`src/rtl/axi4_rd_arbiter.sv`:
```
// Two-master round-robin arbiter for the AXI4 AR/R path; optional watchdog under `ARB_WDOG_EN`.
// Latency: 1 IDLE arbitration cycle, then AR and R pass through combinationally.
// Backpressure: the non-granted master sees arready=0; R ready follows the granted master.
module axi4_rd_arbiter #(
  parameter int ADDR_WIDTH    = 32,
  parameter int DATA_WIDTH    = 32,
  parameter int BUS_LEN_WIDTH = 5,
  parameter int ID_WIDTH      = 4,
  parameter int WDOG_CYCLES   = 1024
) (
  input  logic                       clk,
  input  logic                       rst,
  input  logic [1:0]                 m_arvalid,
  output logic [1:0]                 m_arready,
  input  logic [2*ADDR_WIDTH-1:0]    m_araddr,
  input  logic [2*BUS_LEN_WIDTH-1:0] m_arlen,
  input  logic [2*ID_WIDTH-1:0]      m_arid,
  input  logic [5:0]                 m_arsize,
  input  logic [3:0]                 m_arburst,
  output logic [1:0]                 m_rvalid,
  input  logic [1:0]                 m_rready,
  output logic [DATA_WIDTH-1:0]      m_rdata,
  output logic                       m_rlast,
  output logic [1:0]                 m_rresp,
  output logic [ID_WIDTH-1:0]        m_rid,
  output logic                       s_arvalid,
  input  logic                       s_arready,
  output logic [ADDR_WIDTH-1:0]      s_araddr,
  output logic [BUS_LEN_WIDTH-1:0]   s_arlen,
  output logic [ID_WIDTH-1:0]        s_arid,
  output logic [2:0]                 s_arsize,
  output logic [1:0]                 s_arburst,
  input  logic                       s_rvalid,
  output logic                       s_rready,
  input  logic [DATA_WIDTH-1:0]      s_rdata,
  input  logic                       s_rlast,
  input  logic [1:0]                 s_rresp,
  input  logic [ID_WIDTH-1:0]        s_rid,
  output logic                       busy,
  output logic                       wdog_err
);

  typedef enum logic [1:0] {IDLE, ADDR, DATA} state_t;

  state_t state, state_nxt;
  logic   grant, grant_nxt;
  logic   last_grant, last_grant_nxt;
  logic   timeout;

  always_ff @(posedge clk) begin
    if (rst) begin
      state      <= IDLE;
      grant      <= 1'b0;
      last_grant <= 1'b1;
    end else begin
      state      <= state_nxt;
      grant      <= grant_nxt;
      last_grant <= last_grant_nxt;
    end
  end

`ifdef ARB_WDOG_EN
  logic [15:0] wdog_cnt;
  logic        wdog_err_q;

  // Held at zero while IDLE, so every burst starts counting from ADDR entry.
  always_ff @(posedge clk) begin
    if (rst) begin
      wdog_cnt   <= '0;
      wdog_err_q <= 1'b0;
    end else if (state == IDLE) begin
      wdog_cnt   <= '0;
    end else begin
      wdog_cnt <= wdog_cnt + 16'd1;
      if (timeout) wdog_err_q <= 1'b1;
    end
  end

  assign timeout  = (state != IDLE) && (wdog_cnt == 16'(WDOG_CYCLES - 1));
  assign wdog_err = wdog_err_q;
`else
  logic wdog_unused;
  assign wdog_unused = (WDOG_CYCLES == 0);
  assign timeout     = 1'b0;
  assign wdog_err    = 1'b0;
`endif

  always_comb begin
    state_nxt      = state;
    grant_nxt      = grant;
    last_grant_nxt = last_grant;
    m_arready      = 2'b00;
    m_rvalid       = 2'b00;
    s_arvalid      = 1'b0;
    s_rready       = 1'b0;
    case (state)
      IDLE: begin
        if (|m_arvalid) begin
          grant_nxt = (m_arvalid == 2'b11) ? ~last_grant : m_arvalid[1];
          state_nxt = ADDR;
        end
      end
      ADDR: begin
        s_arvalid        = m_arvalid[grant];
        m_arready[grant] = s_arready;
        if (s_arvalid && s_arready) state_nxt = DATA;
      end
      DATA: begin
        m_rvalid[grant] = s_rvalid;
        s_rready        = m_rready[grant];
        if (s_rvalid && s_rready && s_rlast) begin
          last_grant_nxt = grant;
          state_nxt      = IDLE;
        end
      end
      default: state_nxt = IDLE;
    endcase
    // A stalled burst is abandoned and the other master gets priority next.
    if (timeout) begin
      state_nxt      = IDLE;
      last_grant_nxt = grant;
    end
    if (rst) begin
      m_arready = 2'b00;
      m_rvalid  = 2'b00;
      s_arvalid = 1'b0;
      s_rready  = 1'b0;
    end
  end

  assign s_araddr  = grant ? m_araddr[ADDR_WIDTH +: ADDR_WIDTH]       : m_araddr[0 +: ADDR_WIDTH];
  assign s_arlen   = grant ? m_arlen[BUS_LEN_WIDTH +: BUS_LEN_WIDTH]  : m_arlen[0 +: BUS_LEN_WIDTH];
  assign s_arid    = grant ? m_arid[ID_WIDTH +: ID_WIDTH]             : m_arid[0 +: ID_WIDTH];
  assign s_arsize  = grant ? m_arsize[5:3]  : m_arsize[2:0];
  assign s_arburst = grant ? m_arburst[3:2] : m_arburst[1:0];

  assign m_rdata = s_rdata;
  assign m_rlast = s_rlast;
  assign m_rresp = s_rresp;
  assign m_rid   = s_rid;

  assign busy = (state != IDLE) && !rst;

endmodule
```
`config.mk`:
```
export PLATFORM = sky130hd
export DESIGN_NAME = axi4_rd_arbiter
export DESIGN_NICKNAME = d
export VERILOG_FILES = /design/src/rtl/axi4_rd_arbiter.sv
export SDC_FILE = /design/constraint.sdc
export NUM_CORES = 1
export LEC_CHECK = 0
export CELL_PAD_IN_SITES_DETAIL_PLACEMENT = 1
export CELL_PAD_IN_SITES_GLOBAL_PLACEMENT = 1
export CORE_MARGIN = 4
export CORE_UTILIZATION = 11
export DETAILED_ROUTE_END_ITERATION = 6
export PLACE_DENSITY_LB_ADDON = 0.1
export RECOVER_POWER = 25
export SLEW_MARGIN = 30
export SYNTH_ARGS = -nofsm -noshare
export SYNTH_HDL_FRONTEND = slang
export SYNTH_SLANG_ARGS = --single-unit
```
`constraint.sdc`:
```
create_clock -name clk -period 2.7 [get_ports clk]
set_clock_uncertainty 0.05 [all_clocks]
set_input_delay 0.27 -clock clk [delete_from_list [all_inputs] [get_ports clk]]
set_output_delay 0.27 -clock clk [all_outputs]
set_load 0.02 [all_outputs]
```
==> out/qor.yml <==
global_routing:
  use_met1_pct: 10.9
  grt-ovfl-total: 0
  grt_first_pass_wirelength_um: 8960
  antenna_found_initial: 0
  grt_pass1_vias: 1409
  grt.total_usage_pct: 10.3
  grt_util_met3_pct: 4.84
  met2_usage_pct: 18.6
  grt_max_degree: 36
  top_usage_layer: "met2"
yosys:
  async_flop_share_pct: 0
  synth_edf_count: 0
  synth_cells: 126
  syn_nets: 265
  ys_types: 16
  ys.flop_type: "dfxtp_1"
  synth.most_common_cell: "mux2_2"
  synth_area_per_cell_um2: 8.74
  yosys_warnings: 0
  ys_ff_latch: 4
  synth_area_leader_cell: "mux2_2"
  synth_top_area_share_pct: 48.1
  netlist_top_cells_count: "mux2_2 (47), buf_4 (42), nor2_1 (12)"
  synth_area_leaders: "mux2_2 (48%), buf_4 (29%), dfxtp_1 (7.3%), nor2_1 (4.1%), buf_2 (1.8%)"
  netlist_area_um2: 1100
  ys_seq_area_share_pct: 7.27
critical_path:
  slowest_stage: "clkdlybuf4s50_1"
  critPathCaptureType: "output pin"
  path_class: "primary input to output pin"
  startpoint_type: "primary input"
  cp_cell_sequence: "clkdlybuf4s50_1 > nor2_1 > nand3_1 > nor2_1 > clkdlybuf4s50_1"
  cp.arrival_ps: 1880
  worstPathMaxFanout: 7
  required_ps: 2380
  cpLargestDelayFamily: "buffers and inverters"
  crit_buf_inv: 2
  cpPeakStageDelay_ps: 610
clock_tree:
  cts_buffers: 3
  ctsLongestPathBuffers: 2
  post-cts-setup-buffers: 0
  clock_latency_ps: 220
  clock-root-buffer: "clkbuf_8"
  ctsHoldBuffers: 0
  cts_tree: "done"
  htreeDepth: 1
  cts_sinks: 4
  cts_resized: 0
place:
  post-place-cells: 369
  gp_congestion: 0.681
  hpwl_um: 5610
  placed_area_um2: 2500
  io_buffer_count: 154
  post-place-ws_ps: 509
drt:
  drtIter0Drc: 38
  wl_per_cell_um: 17.1
  drc: 0
  vias: 1323
  first_pass_iters: 3
  antenna_left: 0
  viasPerCell: 3.56
  finalWirelength_um: 6380
floorplanning:
  io_pins: 232
  dieHeight_um: 108
  dieArea_um2: 11700
  fp.coreArea_um2: 9770
  die_x_um: 108
  rows: 36
  start_util_pct: 11.3
timing:
  hold_viol: 0
  finalSetupTns_ps: 0
  hold_slack_ps: 490
  fin_crit_ps: 2200
  period_share_pct: 81.6
  fmax_ghz: 0.454
  rsz0062_at_grt: "no"
  slew_viol_final: 0
  final.setup.worst_slack_ps: 496
  setup_viol: 0
pwr:
  p_leak_nw: 0.897
  p_comb_share_pct: 70.5
  p_switching_uw: 217
  peakVddDrop_mv: 0.105
  p_clk_share_pct: 19.0
  p_per_area_nw_per_um2: 263
  sw_frac_of_total_pct: 32.4
  internal-power_uw: 452
  seqPwrFrac_pct: 10.5
  power.total_uw: 669
layout:
  drive_gt1_share_pct: 22.6
  utilization_pct: 26.0
  stdcell_area_um2: 2540
  final_cells: 372
  fin_nets: 380
  area_growth_pct: 131
  n_antenna_cell: 0
  fill_cells: 1142
outcome:
  status: "complete, no violations"
min_path:
  hp-class: "primary input to output pin"
job:
  drv_cap: 0
==> power groups by stage <==
stage | combinational (mW) | clock [mW] | sequential [mW]
2_1_floorplan | 0.273 | 0 | 0.0667
3_3_place_gp | 0.478 | 0 | 0.0711
3_5_place_dp | 0.476 | 0 | 0.0710
4_1_cts | 0.480 | 0.133 | 0.0702
5_1_grt | 0.498 | 0.139 | 0.0713
6_report | 0.472 | 0.127 | 0.0702
==> state kept, by name, indices dropped and copies added, names as in the netlist <==
register and count:
grant 1, last_grant 1, state 2
==> cell usage in the layout, fill, tap and decap left out <==
| cell type | count |
|---|---|
| clkbuf_8 | 3 |
| a21oi_1 | 1 |
| nand3_1 | 4 |
| buf_4 | 1 |
| nand2_1 | 3 |
| buf_12 | 1 |
| mux2i_1 | 2 |
| and3_1 | 1 |
| dfxtp_2 | 1 |
| nor4b_2 | 1 |
| a21o_1 | 1 |
| mux2_2 | 47 |
| conb_1 | 1 |
| clkdlybuf4s50_1 | 154 |
| inv_1 | 1 |
| nor2_1 | 12 |
| dfxtp_1 | 3 |
| o32ai_1 | 1 |
| o311a_1 | 1 |
==> area by class of cell <==
cell class	count	area (um^2)	share of cell area, %
Inverter	1	3.75	0.148
Timing Repair Buffer	156	1570	61.7
Tap cell	133	166	6.54
Multi-Input combinational cell	75	682	26.8
Sequential cell	4	81.3	3.20
Clock buffer	3	41.3	1.62
==> path summary, 6_finish.rpt <==
path | start | end | slack [ps] | cells after the start
worst min register to register | last_grant | last_grant | 510 | 2
worst min-delay path | s_rdata[3] | m_rdata[3] | 490 | 0
worst max-delay path | rst | m_arready[0] | 500 | 5
worst max register to register | grant | last_grant | 1250 | 4
==> cells by family after synthesis <==
family / after synthesis / share of synthesized area [%]
and+or+nand+nor: 21 / 8.86
other: 1 / 0.341
DFF: 4 / 7.27
buffers and inverters: 47 / 30.8
AOI/OAI and AO/OA: 4 / 2.84
muxes: 49 / 49.9
==> layer usage <==
layer  share of wire [%]  wire length, um  up-vias
met5                   0                0        -
met4                0.53               34        0
met3                  12              784        8
met2                  52             3310       89
met1                  35             2240      604
li1                    -                -      622
Power figures use the tool's default switching activity.
